--- src/rtl/fifo_uart_tx_pkg.sv ---
// -----------------------------------------------------------------------------
// fifo_uart_tx_pkg
// Shared UART constants: FSM state encodings and the bit-period computation.
// The matching receiver imports the same package, so both ends always agree on
// state codes and on how a baud period is derived from the clock.
// -----------------------------------------------------------------------------
package fifo_uart_tx_pkg;

  // FSM state encodings (plain constants so legacy code can reuse them)
  localparam logic [2:0] ST_IDLE  = 3'd0;
  localparam logic [2:0] ST_FETCH = 3'd1;
  localparam logic [2:0] ST_START = 3'd2;
  localparam logic [2:0] ST_DATA  = 3'd3;
  localparam logic [2:0] ST_STOP  = 3'd4;

  // Clock cycles per serial bit (integer division, truncating).
  function automatic int unsigned calc_bit_cycles(input int unsigned clock_freq,
                                                  input int unsigned baud_rate);
    return clock_freq / baud_rate;
  endfunction

endpackage

--- src/rtl/baud_tick_counter.sv ---
// -----------------------------------------------------------------------------
// baud_tick_counter
// Free-running bit-period counter. Counts 0..BIT_CYCLES-1 and wraps; tick is
// high during the last cycle of each period. clear restarts the period so the
// following cycle sees count 0.
//
// Ports:
//   clk   in  system clock
//   rst   in  synchronous active-high reset
//   clear in  restart the bit period (count <= 0 next cycle)
//   tick  out high for one cycle every BIT_CYCLES cycles
// -----------------------------------------------------------------------------
module baud_tick_counter #(
  parameter int unsigned BIT_CYCLES = 10
) (
  input  logic clk,
  input  logic rst,
  input  logic clear,
  output logic tick
);

  localparam int unsigned CNT_W = (BIT_CYCLES > 1) ? $clog2(BIT_CYCLES) : 1;
  localparam logic [CNT_W-1:0] LAST = CNT_W'(BIT_CYCLES - 1);

  logic [CNT_W-1:0] count;

  // NOTE: sequential state is assigned with <= so every flop samples the
  // pre-edge values of its inputs, independent of block evaluation order.
  always_ff @(posedge clk) begin
    if (rst || clear || (count == LAST)) begin
      count <= '0;
    end else begin
      count <= count + CNT_W'(1);
    end
  end

  assign tick = (count == LAST);

endmodule

--- src/rtl/fifo_uart_tx.sv ---
// -----------------------------------------------------------------------------
// fifo_uart_tx
// UART transmitter that drains an upstream FIFO. In IDLE it pops one word when
// the FIFO is non-empty, captures it during FETCH (FIFO read latency of one
// cycle), then sends start bit, DATA_WIDTH data bits LSB first, and one stop
// bit, each BIT_CYCLES clock cycles long.
//
// Ports:
//   clk         in  system clock, posedge
//   rst         in  synchronous active-high reset (aborts any frame)
//   fifo_empty  in  upstream FIFO has no data
//   fifo_dout   in  upstream FIFO read data, valid the cycle after fifo_rd_en
//   fifo_rd_en  out one-cycle pop strobe, only in IDLE with data available
//   serial_out  out registered UART line, idle high
//   busy        out high from FETCH through the last stop-bit cycle
// -----------------------------------------------------------------------------
module fifo_uart_tx
  import fifo_uart_tx_pkg::*;
#(
  parameter int unsigned CLOCK_FREQ = 125_000_000,
  parameter int unsigned BAUD_RATE  = 115_200,
  parameter int unsigned DATA_WIDTH = 8
) (
  input  logic                  clk,
  input  logic                  rst,
  input  logic                  fifo_empty,
  input  logic [DATA_WIDTH-1:0] fifo_dout,
  output logic                  fifo_rd_en,
  output logic                  serial_out,
  output logic                  busy
);

  localparam int unsigned BIT_CYCLES = calc_bit_cycles(CLOCK_FREQ, BAUD_RATE);
  localparam int unsigned BIT_CNT_W  = (DATA_WIDTH > 1) ? $clog2(DATA_WIDTH) : 1;
  localparam logic [BIT_CNT_W-1:0] LAST_BIT = BIT_CNT_W'(DATA_WIDTH - 1);

  // A bit period shorter than two clocks cannot be timed by the counter.
  generate
    if (BIT_CYCLES < 2) begin : g_bit_cycles_check
      $error("fifo_uart_tx: CLOCK_FREQ/BAUD_RATE must be at least 2");
    end
  endgenerate

  logic [2:0]            state;
  logic [2:0]            state_next;
  logic [DATA_WIDTH-1:0] shift;
  logic [DATA_WIDTH-1:0] shift_next;
  logic [BIT_CNT_W-1:0]  bit_cnt;
  logic [BIT_CNT_W-1:0]  bit_cnt_next;
  logic                  serial_next;
  logic                  tick;
  logic                  clear;

  // Restarting the bit period on every state change makes each state begin
  // with count 0; inside DATA the natural wrap separates consecutive bits.
  assign clear = (state_next != state);

  baud_tick_counter #(
    .BIT_CYCLES(BIT_CYCLES)
  ) u_baud (
    .clk  (clk),
    .rst  (rst),
    .clear(clear),
    .tick (tick)
  );

  // NOTE: every signal written here gets a default first, so no path through
  // the case can leave one unassigned and infer a latch.
  always_comb begin
    state_next   = state;
    shift_next   = shift;
    bit_cnt_next = bit_cnt;
    case (state)
      ST_IDLE: begin
        if (!fifo_empty) state_next = ST_FETCH;
      end
      ST_FETCH: begin
        shift_next   = fifo_dout;
        bit_cnt_next = '0;
        state_next   = ST_START;
      end
      ST_START: begin
        if (tick) state_next = ST_DATA;
      end
      ST_DATA: begin
        if (tick) begin
          shift_next = shift >> 1;
          if (bit_cnt == LAST_BIT) begin
            state_next = ST_STOP;
          end else begin
            bit_cnt_next = bit_cnt + BIT_CNT_W'(1);
          end
        end
      end
      ST_STOP: begin
        if (tick) state_next = ST_IDLE;
      end
      default: state_next = ST_IDLE;
    endcase
  end

  // Line level for the next cycle, derived from where the FSM is heading so
  // the registered serial_out lines up exactly with the state register.
  always_comb begin
    case (state_next)
      ST_START: serial_next = 1'b0;
      ST_DATA:  serial_next = shift_next[0];
      default:  serial_next = 1'b1;
    endcase
  end

  always_ff @(posedge clk) begin
    if (rst) begin
      state      <= ST_IDLE;
      shift      <= '0;
      bit_cnt    <= '0;
      serial_out <= 1'b1;
    end else begin
      state      <= state_next;
      shift      <= shift_next;
      bit_cnt    <= bit_cnt_next;
      serial_out <= serial_next;
    end
  end

  // Pop only from IDLE, and never while reset is held; a word popped before a
  // mid-frame reset is simply dropped.
  assign fifo_rd_en = (state == ST_IDLE) && !fifo_empty && !rst;
  assign busy       = (state != ST_IDLE);

endmodule

--- config.mk ---
export PLATFORM = sky130hd
export DESIGN_NAME = fifo_uart_tx
export DESIGN_NICKNAME = d
export VERILOG_FILES = /design/src/rtl/fifo_uart_tx_pkg.sv /design/src/rtl/baud_tick_counter.sv /design/src/rtl/fifo_uart_tx.sv
export SDC_FILE = /design/constraint.sdc
export NUM_CORES = 1
export LEC_CHECK = 0
export BUFFER_PORTS_ARGS = -buffer_cell sky130_fd_sc_hd__buf_2
export CAP_MARGIN = 0
export CELL_PAD_IN_SITES_DETAIL_PLACEMENT = 0
export CELL_PAD_IN_SITES_GLOBAL_PLACEMENT = 1
export CORE_MARGIN = 2
export CORE_UTILIZATION = 30
export DETAILED_ROUTE_END_ITERATION = 10
export PLACE_DENSITY = 0.62
export SKIP_LAST_GASP = 1
export SYNTH_ARGS = -nofsm -noshare
export SYNTH_HDL_FRONTEND = slang
export SYNTH_SLANG_ARGS = --single-unit
--- constraint.sdc ---
create_clock -name clk -period 3.4 [get_ports clk]
set_clock_uncertainty 0.1 [all_clocks]
set_input_delay 0.68 -clock clk [delete_from_list [all_inputs] [get_ports clk]]
set_output_delay 0.68 -clock clk [all_outputs]
set_load 0.01 [all_outputs]
**After elaboration in Yosys (flattened, before gate mapping)**

Index checks and enable logic that the tools add are counted.
Widths: inputs -> output; s select.

- Input port bits: 11
- Logic and storage cells: 42
- Output and inout port bits: 3
- Register bits: 26

- Equality and inequality tests: 11
- Reductions and logical operators: 11
- Multiplexer cells: 12
- Add/sub/neg operators: 2

Operator list:

| operator | count |
|---|---|
| $mux 3 | 7 |
| $pmux 8 s2 | 1 |
| $pmux 3 s5 | 1 |
| $eq 3x2->1 const B | 4 |
| $add 11x1->11 const B | 1 |
| $eq 11x11->1 const B | 1 |
| $mux 8 | 1 |
| $eq 3x3->1 const B | 2 |
| $pmux 3 s2 | 1 |
| $ne 2x2->1 const B | 2 |
| $add 3x1->3 const B | 1 |
| $eq 3x1->1 const B | 1 |
| $logic_not 3->1 | 1 |
| $ne 3x3->1 | 1 |
| $reduce_and 3->1 | 1 |
| $reduce_bool 3->1 | 1 |
| $logic_and 1x1->1 | 2 |
| $logic_not 1->1 | 2 |
| $logic_or 1x1->1 | 2 |
| $pmux 1 s2 | 1 |
| $reduce_and 2->1 | 1 |
| $reduce_bool 2->1 | 1 |

**Longest topological paths before layout**

Gate-level depths: netlist of the first run.

- Depth in word-level cells: 7
- Depth in mapped cells: 7
- Depth with buffers taken out: 6

**Cells and area by module**

A second synthesis of the first run with hierarchy kept.

- Cell total of the unflattened synthesis: 158
- Area total of the unflattened synthesis: 1,326.3 um^2

Modules (own cells, without submodules):

| module | instances | area an instance (um^2) | cells an instance | seq. area each (um^2) |
|---|---|---|---|---|
| fifo_uart_tx | 1 | 758.2 | 90 | 300.3 |
| baud_tick_counter | 1 | 568.0 | 68 | 220.2 |

**Least setup slack after synthesis of the first run**

OpenSTA, ideal clock, no wires.

- Kind: flip-flop to output port
- Start: register state[1]
- End: output port fifo_rd_en
- Cell stages (with the launch flop): 4
- Data required time: 2.620 ns
- Slack: 1.451 ns
- Arrival time: 1.169 ns
- Path buffers: 1
- Cell sequence: dfxtp_1 -> clkbuf_1 -> or3_1 -> nor3_1

- Cells in the longest elaborated chain, start to end: 3

RTL lines:

| what | line | RTL |
|---|---|---|
| from (decl) | fifo_uart_tx.sv:44 | `logic [2:0] state;` |
| from (signal assigned) | fifo_uart_tx.sv:119 | `state <= state_next;` |
| $logic_not 3->1 | fifo_uart_tx.sv:128 | `assign fifo_rd_en = (state == ST_IDLE) && !fifo_empty && !rst;` |
| $logic_and 1x1->1 (2 in a row) | fifo_uart_tx.sv:128 |  |
| to (decl) | fifo_uart_tx.sv:28 | `output logic fifo_rd_en,` |

Every way passes these cells.

**Worst setup path in the final report of the first run**

Same ends and word-level chain as after synthesis.

==> impl_summary.log, run 1 <==
[metrics] run status: finished, final reports clean
[metrics] Final Hold Fails: 0
[metrics] Critical Path End Type: primary output
[metrics] Final Net Count: between 150 and 200
[metrics] reported leakage power: 0.000505 uW
[metrics] count of filler cells inserted in the layout: 439
[metrics] router iterations before antenna repair: 4
[metrics] row count: 23
[metrics] largest net degree at the start of global routing: 22
[metrics] Worst-Skew Late Latency: 270 ps
[metrics] DR WL/cell: ~13 um
[metrics] Critical Path, Cell by Cell: or3_1 > nor3_1 > buf_2
[metrics] wire length of the first global-routing pass: 5060 um
[metrics] net switching power: roughly 140 uW
[metrics] average cell area after synthesis: roughly 9.1 sq um
[metrics] maximum clock insertion buffer count: 2
[metrics] CP max FO: 21
[metrics] R2R Path Start: state[1]
[metrics] count of maximum capacitance violations: 0
[metrics] slowest library cell on the worst path: sky130_fd_sc_hd__dfxtp_1
[metrics] Total Negative Setup Slacks: 0 ps
[metrics] number of buffer and inverter stages on the critical path: 1
[metrics] vias in the first global route: 1,059
[metrics] Post-Synthesis Cells: 143
[metrics] number of buffers inserted during clock tree synthesis: 3
[metrics] number of I/O port buffers: 13
[metrics] Finished Cell Area: ~1400 sq um
[metrics] full die area: about 4900 sq um
[metrics] antenna violations before repair: 0
[metrics] total track usage: 0.127
[metrics] synthesized area: 1300 sq um
[metrics] post-cts resize count: 0
[metrics] crit start category: flop
[metrics] Endpoint, Worst Hold: u_baud.count[0]
[metrics] combinational fraction of design power: 0.096
[metrics] cell accounting for the most synthesized area: sky130_fd_sc_hd__dfxtp_1
[metrics] slowest cell delay on critical path: between 500 and 600 ps
[metrics] fraction of final layout cells sized beyond drive strength 1: 0.195
[metrics] post-route clock period utilization: 0.679
[metrics] internal power: 447 uW
[metrics] multi-input combinational cell area: 731 sq um
[metrics] number of synthesis warnings: 0
[metrics] depth of the worst hold-timing path: 1
[metrics] instance area after placement: 1390 sq um
[metrics] total core area: 4090 sq um
[metrics] leading post-synthesis cells by cell area: sky130_fd_sc_hd__dfxtp_1 40%, sky130_fd_sc_hd__nor2_1 7.2%, sky130_fd_sc_hd__nand3_1 5.0%, sky130_fd_sc_hd__o221a_2 4.3%, sky130_fd_sc_hd__xnor2_1 4.1%
[metrics] TritonCTS clock tree: done
[metrics] net count of the mapped netlist: 158
[metrics] Setup Buffers After CTS: 0
[metrics] register cell area after layout: about 520 sq um
[metrics] arrival time at the worst endpoint: 1530 ps
[metrics] initial core utilization: 0.317
[metrics] hold bufs inserted after CTS: 0
[metrics] R2R setup slack: 1390 ps
[metrics] Final Slew Violations: 0
[metrics] number of top-level design ports: 14
[metrics] number of enable flip-flop cells after synthesis: 0
[metrics] class of the tightest hold or removal check: reg -> reg
[metrics] register area share after synthesis: 0.402
[metrics] register clock-pin slew on the reported worst setup and hold paths: 80 ps
[metrics] Flop pwr share: 0.563
[metrics] dominant synthesized flop cell: sky130_fd_sc_hd__dfxtp_1
[metrics] worst r2r path cells: 4
[metrics] hpwl dp: 2040 um
[metrics] clock tree root buffer cell: sky130_fd_sc_hd__clkbuf_8
[metrics] clock network power share: 0.341
[metrics] Pwr per Cell Area: 406 nW/um^2
[metrics] P&R area growth vs syn: 11.5%
[metrics] async set-or-reset flop fraction in the synthesized netlist: 0
[metrics] switching part of the total power: 0.238
[metrics] transition at the pin with the smallest max-transition slack: approximately 690 ps
[metrics] Period minus WS final: 2310 ps
[metrics] clock tree sinks: 26
[metrics] final count of negative-setup-slack endpoints: 0
[metrics] maximum clock rate: 0.433 GHz
[metrics] Slew headroom: 0.540
[metrics] floorplan die width: between 60 and 70 um
[metrics] post-route antenna net violation count: 0
[metrics] number of DRC markers after the initial detailed-route iteration: 64
[metrics] worst flop-to-flop path endpoint: bit_cnt[0]
[metrics] area fraction of the dominant cell type after synthesis: 0.402
[metrics] CP delay by family, top: simple AND/OR/NAND/NOR gates
[metrics] number of levels in the clock H-tree: 1
[metrics] overflow left after global routing: 0
[metrics] overall via count from detail_route: 1,075
[metrics] start-to-end type of the worst setup path: reg -> out
[metrics] chip height: between 60 and 70 um
[metrics] Via density: about 5.3
[metrics] ant diodes: 0
[metrics] number of synthesized register bits: 26
[metrics] routability cong.: 0.796
[metrics] final wirelength: 2720 um
[metrics] unique cell type count in the Yosys netlist: around 40
[metrics] unrepaired setup endpoints after global routing: false
[metrics] post-route DRC violation count: 0
[metrics] Worst EP required: between 2000 and 3000 ps
[metrics] startpoint of the worst hold path: u_baud.count[0]
[metrics] IR Drop Worst-Case VDD: 0.144 mV
worst max path at each step:
stage / startpoint / endpoint / cells past startpoint
after floorplan: state[1] / fifo_rd_en / 3
after global placement: state[1] / fifo_rd_en / 3
after detailed placement: state[1] / fifo_rd_en / 3
after CTS: state[1] / fifo_rd_en / 3
after global routing: state[1] / fifo_rd_en / 3
final: state[1] / fifo_rd_en / 3
power groups by stage:
stage               Sequential, uW  Clock (uW)  Combinational, uW
floorplan                      331           0               45.8
global placement               337           0               56.8
detailed placement             338           0               56.9
CTS                            330         209               57.5
global route                   333         223               65.7
finish                         330         200               56.3
sequential cells by signal, summed over array words and instances (netlist names):
register,flops
bit_cnt,3
serial_out,1
shift,8
state,3
u_baud.count,11
layout by cell type, fill, tap and decap left out, types with 4 or more instances in the layout:
cell                       instances
sky130_fd_sc_hd__nand3_1          13
sky130_fd_sc_hd__o221a_2           5
sky130_fd_sc_hd__dfxtp_1          26
sky130_fd_sc_hd__clkbuf_8          4
sky130_fd_sc_hd__ha_1              4
sky130_fd_sc_hd__nand2_1           5
sky130_fd_sc_hd__buf_2            13
sky130_fd_sc_hd__nor3_1           10
sky130_fd_sc_hd__xnor2_1           6
sky130_fd_sc_hd__nor2_1           25
area by class of cell:
type | instances | area share
repair buffers | 13 | 0.0450
clock buffers | 4 | 0.0381
well taps | 50 | 0.0433
flip-flops and latches | 26 | 0.360
inverters | 3 | 0.00779
multi-input cells | 108 | 0.506
cell usage after synthesis (2+ instances only):
cell type                  number
sky130_fd_sc_hd__clkbuf_1       3
sky130_fd_sc_hd__a21oi_1        3
sky130_fd_sc_hd__dfxtp_1       26
sky130_fd_sc_hd__nand4_1        2
sky130_fd_sc_hd__or3_1          3
sky130_fd_sc_hd__xnor2_1        6
sky130_fd_sc_hd__ha_1           4
sky130_fd_sc_hd__nand3_1       13
sky130_fd_sc_hd__mux2_2         2
sky130_fd_sc_hd__nor3_1        10
sky130_fd_sc_hd__and3b_1        2
sky130_fd_sc_hd__nand2_1        5
sky130_fd_sc_hd__nor2_1        25
sky130_fd_sc_hd__nand3b_1       3
sky130_fd_sc_hd__inv_1          3
sky130_fd_sc_hd__xor2_1         3
sky130_fd_sc_hd__o221a_2        5
sky130_fd_sc_hd__a31oi_1        2
through the flow:
step / util / std cells / total power (uW) / worst slack, ps / hold WS (ps)
2_1_floorplan: - / 143 / 376 / 1450 / 330
3_3_place_gp: 0.340 / 200 / 394 / 1410 / 353
3_5_place_dp: 0.340 / 200 / 394 / 1380 / 358
4_1_cts: 0.354 / 204 / 596 / 1070 / 380
5_1_grt: 0.354 / 204 / 622 / 959 / 403
6_report: 0.354 / 204 / 587 / 1090 / 369
per-layer routing:
metal	part of all wire	track usage
met4	0.0063	0.0256
met3	0.063	0.0407
met5	0	0
met1	0.47	0.163
met2	0.46	0.208
cells by family after synthesis:
family	Yosys count	share of synthesized area
and+or+nand+nor	74	0.325
muxes	2	0.0174
AOI/OAI and AO/OA	19	0.122
adders and majority gates	4	0.0386
buffers and inverters	9	0.0347
DFF	26	0.402
xor gates and xnor gates	9	0.0608
Power figures use the tool's default switching activity.
==> run 2, diff against run 1 <==
Settings changed: ABC_AREA set to 1, PLACE_DENSITY 0.62 to 0.63.
Clock period 3.4 ns to 2.3 ns, I/O delays scaled along.
==> run 2 against run 1 <==
- first-iteration DRC count is 9.4% higher
- design area is 9.7% higher
- register-to-register slack worse by 1000 ps
- setup slack worse by 750 ps
- via count is 6.4% higher
- routed wire length is 1.4% higher
- final cell count is 23% higher
- sequential share of layout area is 3.2 points lower
- core utilization is 0.31 points higher
- largest power group unchanged
- highest routed layer unchanged
==> impl_summary.log, run 2 <==
[metrics] run status: finished, final reports clean
[metrics] slowest cell delay on critical path: 350 ps
[metrics] leading post-synthesis cells by instance count: 39 x sky130_fd_sc_hd__nand2_1, 26 x sky130_fd_sc_hd__dfxtp_1, 18 x sky130_fd_sc_hd__inv_1, 18 x sky130_fd_sc_hd__nor2_1, 11 x sky130_fd_sc_hd__nor2_2
[metrics] Setup Buffers After CTS: 0
[metrics] unrepaired setup endpoints after global routing: false
[metrics] basic-gate share of the synthesized area counting and, or, nand and nor cells: 0.395
[metrics] dominant combinational cell family by area after synthesis: simple AND/OR/NAND/NOR gates
[metrics] async set-or-reset flop fraction in the synthesized netlist: 0
[metrics] wire length of the first global-routing pass: 4920 um
[metrics] Flop pwr share: 0.466
[metrics] R2R Path Start: u_baud.count[0]
[metrics] clock tree root buffer cell: sky130_fd_sc_hd__clkbuf_8
[metrics] number of DRC markers after the initial detailed-route iteration: 70
[metrics] cell accounting for the most synthesized area: sky130_fd_sc_hd__dfxtp_1
[metrics] count of filler cells inserted in the layout: 480
[metrics] leading post-synthesis cells by cell area: sky130_fd_sc_hd__dfxtp_1 37%, sky130_fd_sc_hd__nand2_1 10%, sky130_fd_sc_hd__nor2_2 4.9%, sky130_fd_sc_hd__inv_1 4.8%, sky130_fd_sc_hd__nor2_1 4.8%
[metrics] registers with the highest flip-flop counts: u_baud.count (11), shift (8)
[metrics] initial core utilization: 0.317
[metrics] total core area: 4440 sq um
[metrics] full die area: ~5300 sq um
[metrics] synthesized-area fraction occupied by xor and xnor cells: 0.0560
[metrics] maximum clock rate: 0.511 GHz
[metrics] number of synthesized register bits: 26
[metrics] average cell area after synthesis: 7.61 sq um
[metrics] register cell area after layout: 520 sq um
[metrics] number of buffers inserted during clock tree synthesis: 3
[metrics] multi-input combinational cell area: 774 sq um
[metrics] net switching power: 305 uW
[metrics] ant diodes: 0
[metrics] post-synthesis adder-cell area fraction: 0.0356
[metrics] Total Negative Setup Slacks: 0 ps
[metrics] unique cell type count in the Yosys netlist: 30
[metrics] Worst EP required: 2410 ps
[metrics] start-to-end type of the worst setup path: reg -> reg
[metrics] Final Slew Violations: 0
[metrics] CP max FO: 11
[metrics] total power of the final layout: 1090 uW
[metrics] Pwr per Cell Area: 687 nW/um^2
[metrics] overflow left after global routing: 0
[metrics] post-route clock period utilization: 0.850
[metrics] chip height: 72.5 um
[metrics] final core area utilization: 0.357
[metrics] CP delay by family, top: simple AND/OR/NAND/NOR gates
[metrics] antenna violations before repair: 0
[metrics] Final Net Count: 214
[metrics] reported leakage power: between 0.0006 and 0.0007 uW
[metrics] cell with the most instances after synthesis: sky130_fd_sc_hd__nand2_1
[metrics] number of I/O port buffers: 13
[metrics] Critical Path End Type: flop
[metrics] DR WL/cell: 11.0 um
[metrics] number of enable flip-flop cells after synthesis: 0
[metrics] Post-Synthesis Cells: about 190
[metrics] hold bufs inserted after CTS: 0
[metrics] final count of negative-setup-slack endpoints: 0
[metrics] arrival time at the worst endpoint: 2070 ps
[metrics] largest net degree at the start of global routing: 17
[metrics] portion of netlist area occupied by mux cells: 0
[metrics] number of top-level design ports: 14
[metrics] highest-count cells in the layout ignoring fill and taps: 39 x sky130_fd_sc_hd__nand2_1, 26 x sky130_fd_sc_hd__dfxtp_1, 18 x sky130_fd_sc_hd__nor2_1, 18 x sky130_fd_sc_hd__inv_1, 13 x sky130_fd_sc_hd__buf_2
[metrics] register area share after synthesis: 0.370
[metrics] net count of the mapped netlist: 200
[metrics] maximum clock insertion buffer count: 2
[metrics] crit start category: flop
[metrics] Final Hold Fails: 0
[metrics] internal power: 784 uW
[metrics] most flop-heavy register: u_baud.count
[metrics] most common library cell in the layout ignoring fill and taps: sky130_fd_sc_hd__nand2_1
[metrics] switching part of the total power: 0.280
[metrics] vias in the first global route: 1,126
[metrics] post-cts resize count: 0
[metrics] timing startpoint of the critical path: u_baud.count[0]
[metrics] synthesized area: 1410 sq um
[metrics] number of levels in the clock H-tree: 1
[metrics] number of buffer and inverter stages on the critical path: 2
[metrics] number of synthesis warnings: 0
[metrics] IR Drop Worst-Case VDD: 0.206 mV
[metrics] Critical Path, Cell by Cell: inv_1 > ha_1 > nand2_1 > inv_1 > nand2_1 > nor2_4 > nand3_1 > nand3_1 > nand2_1 > nand2_2 > nand3_2 > nor2_1
[metrics] post-route antenna net violation count: 0
[metrics] final wirelength: ~2800 um
[metrics] class of the tightest hold or removal check: in -> reg
[metrics] transition at the pin with the smallest max-transition slack: about 380 ps
[metrics] area fraction of the dominant cell type after synthesis: 0.370
[metrics] instance area after placement: 1510 sq um
[metrics] overall via count from detail_route: ~1,100
[metrics] fraction of final layout cells sized beyond drive strength 1: 0.232
[metrics] total track usage: 0.119
[metrics] Slew headroom: 0.746
[metrics] floorplan die width: 72.5 um
[metrics] slowest library cell on the worst path: sky130_fd_sc_hd__dfxtp_1
[metrics] clock network power share: 0.352
[metrics] Finished Cell Area: between 1500 and 2000 sq um
[metrics] TritonCTS clock tree: done
[metrics] post-route DRC violation count: 0
[metrics] row count: 24
[metrics] Via density: 4.58
[metrics] Period minus WS final: 1960 ps
[metrics] cell seen most often among critical-path stages: sky130_fd_sc_hd__nand2_1
[metrics] clock tree sinks: 26
[metrics] fraction of the mapped netlist area in compound gates: 0.0640
[metrics] count of maximum capacitance violations: 0
[metrics] P&R area growth vs syn: 12.6%
[metrics] router iterations before antenna repair: 4
[metrics] register clock-pin slew on the reported worst setup and hold paths: roughly 90 ps
[metrics] Worst-Skew Late Latency: 280 ps
[metrics] hpwl dp: approximately 2100 um
[metrics] startpoint of the worst hold path: fifo_dout[7]
[metrics] dominant synthesized flop cell: sky130_fd_sc_hd__dfxtp_1
[metrics] combinational fraction of design power: 0.182
[metrics] flip-flop count of the largest register after layout: 11
[metrics] routability cong.: 0.793
-- run 2: changes by cell type after synthesis, sizes merged, moves of 6 or more --
| cell | previous run | this run |
|---|---|---|
| nor2 | 25 | 33 |
| nand4 | 3 | 10 |
| inv | 3 | 22 |
| nand2 | 5 | 45 |
| nor3 | 11 | 1 |
| o221a | 6 | 0 |
-- run 2: final cells by class --
cell class	instances	share of cell area
clock buffers	3	0.0260
clock inverters	1	0.0189
inverters	23	0.0560
multi-input cells	132	0.489
flip-flops and latches	26	0.328
well taps	52	0.0410
repair buffers	13	0.0410
-- run 2: cells by family after synthesis --
logic type | after synthesis
buffers and inverters | 27
AOI/OAI and AO/OA | 16
adders and majority gates | 4
DFF | 26
xor gates and xnor gates | 9
and+or+nand+nor | 103
-- run 2: per-stage QoR --
step           setup slack (ps)  std cells  hold slack, ps
2_1_floorplan               689        185             330
3_3_place_gp                425        246             339
3_5_place_dp                333        246             366
4_1_cts                     307        250             323
5_1_grt                     152        250             344
6_report                    345        250             331
-- run 2: worst register-to-register path: stages (launching register included) --
cell and delay [ps]:
sky130_fd_sc_hd__dfxtp_1 350, sky130_fd_sc_hd__inv_1 60, sky130_fd_sc_hd__ha_1 180, sky130_fd_sc_hd__nand2_1 90, sky130_fd_sc_hd__inv_1 60, sky130_fd_sc_hd__nand2_1 70
sky130_fd_sc_hd__nor2_4 160, sky130_fd_sc_hd__nand3_1 100, sky130_fd_sc_hd__nand3_1 110, sky130_fd_sc_hd__nand2_1 70, sky130_fd_sc_hd__nand2_2 60, sky130_fd_sc_hd__nand3_2 290
sky130_fd_sc_hd__nor2_1 180
-- run 2: worst paths after layout --
kind / to / slack (ps) / depth (start not counted)
min: shift[7] / 330 / 3
max: u_baud.count[0] / 340 / 12
min reg2reg: u_baud.count[0] / 380 / 1
max reg2reg: u_baud.count[0] / 340 / 12
-- run 2: power by group through the flow --
stage	combinational [uW]	clock [uW]	sequential, uW
after CTS	202	399	508
after floorplan	168	0	508
final	198	384	508
after global routing	229	419	514
after detailed placement	201	0	518
after global placement	198	0	517
-- run 2: routing by layer --
layer  track usage  share of wire  up-vias  routed length [um]
li1              -              -      617                   -
met1         0.153           0.49      506                1360
met2         0.194           0.45       17                1240
met3        0.0264          0.039        4                 108
met4        0.0494          0.017        0                  48
met5             0              0        -                   0
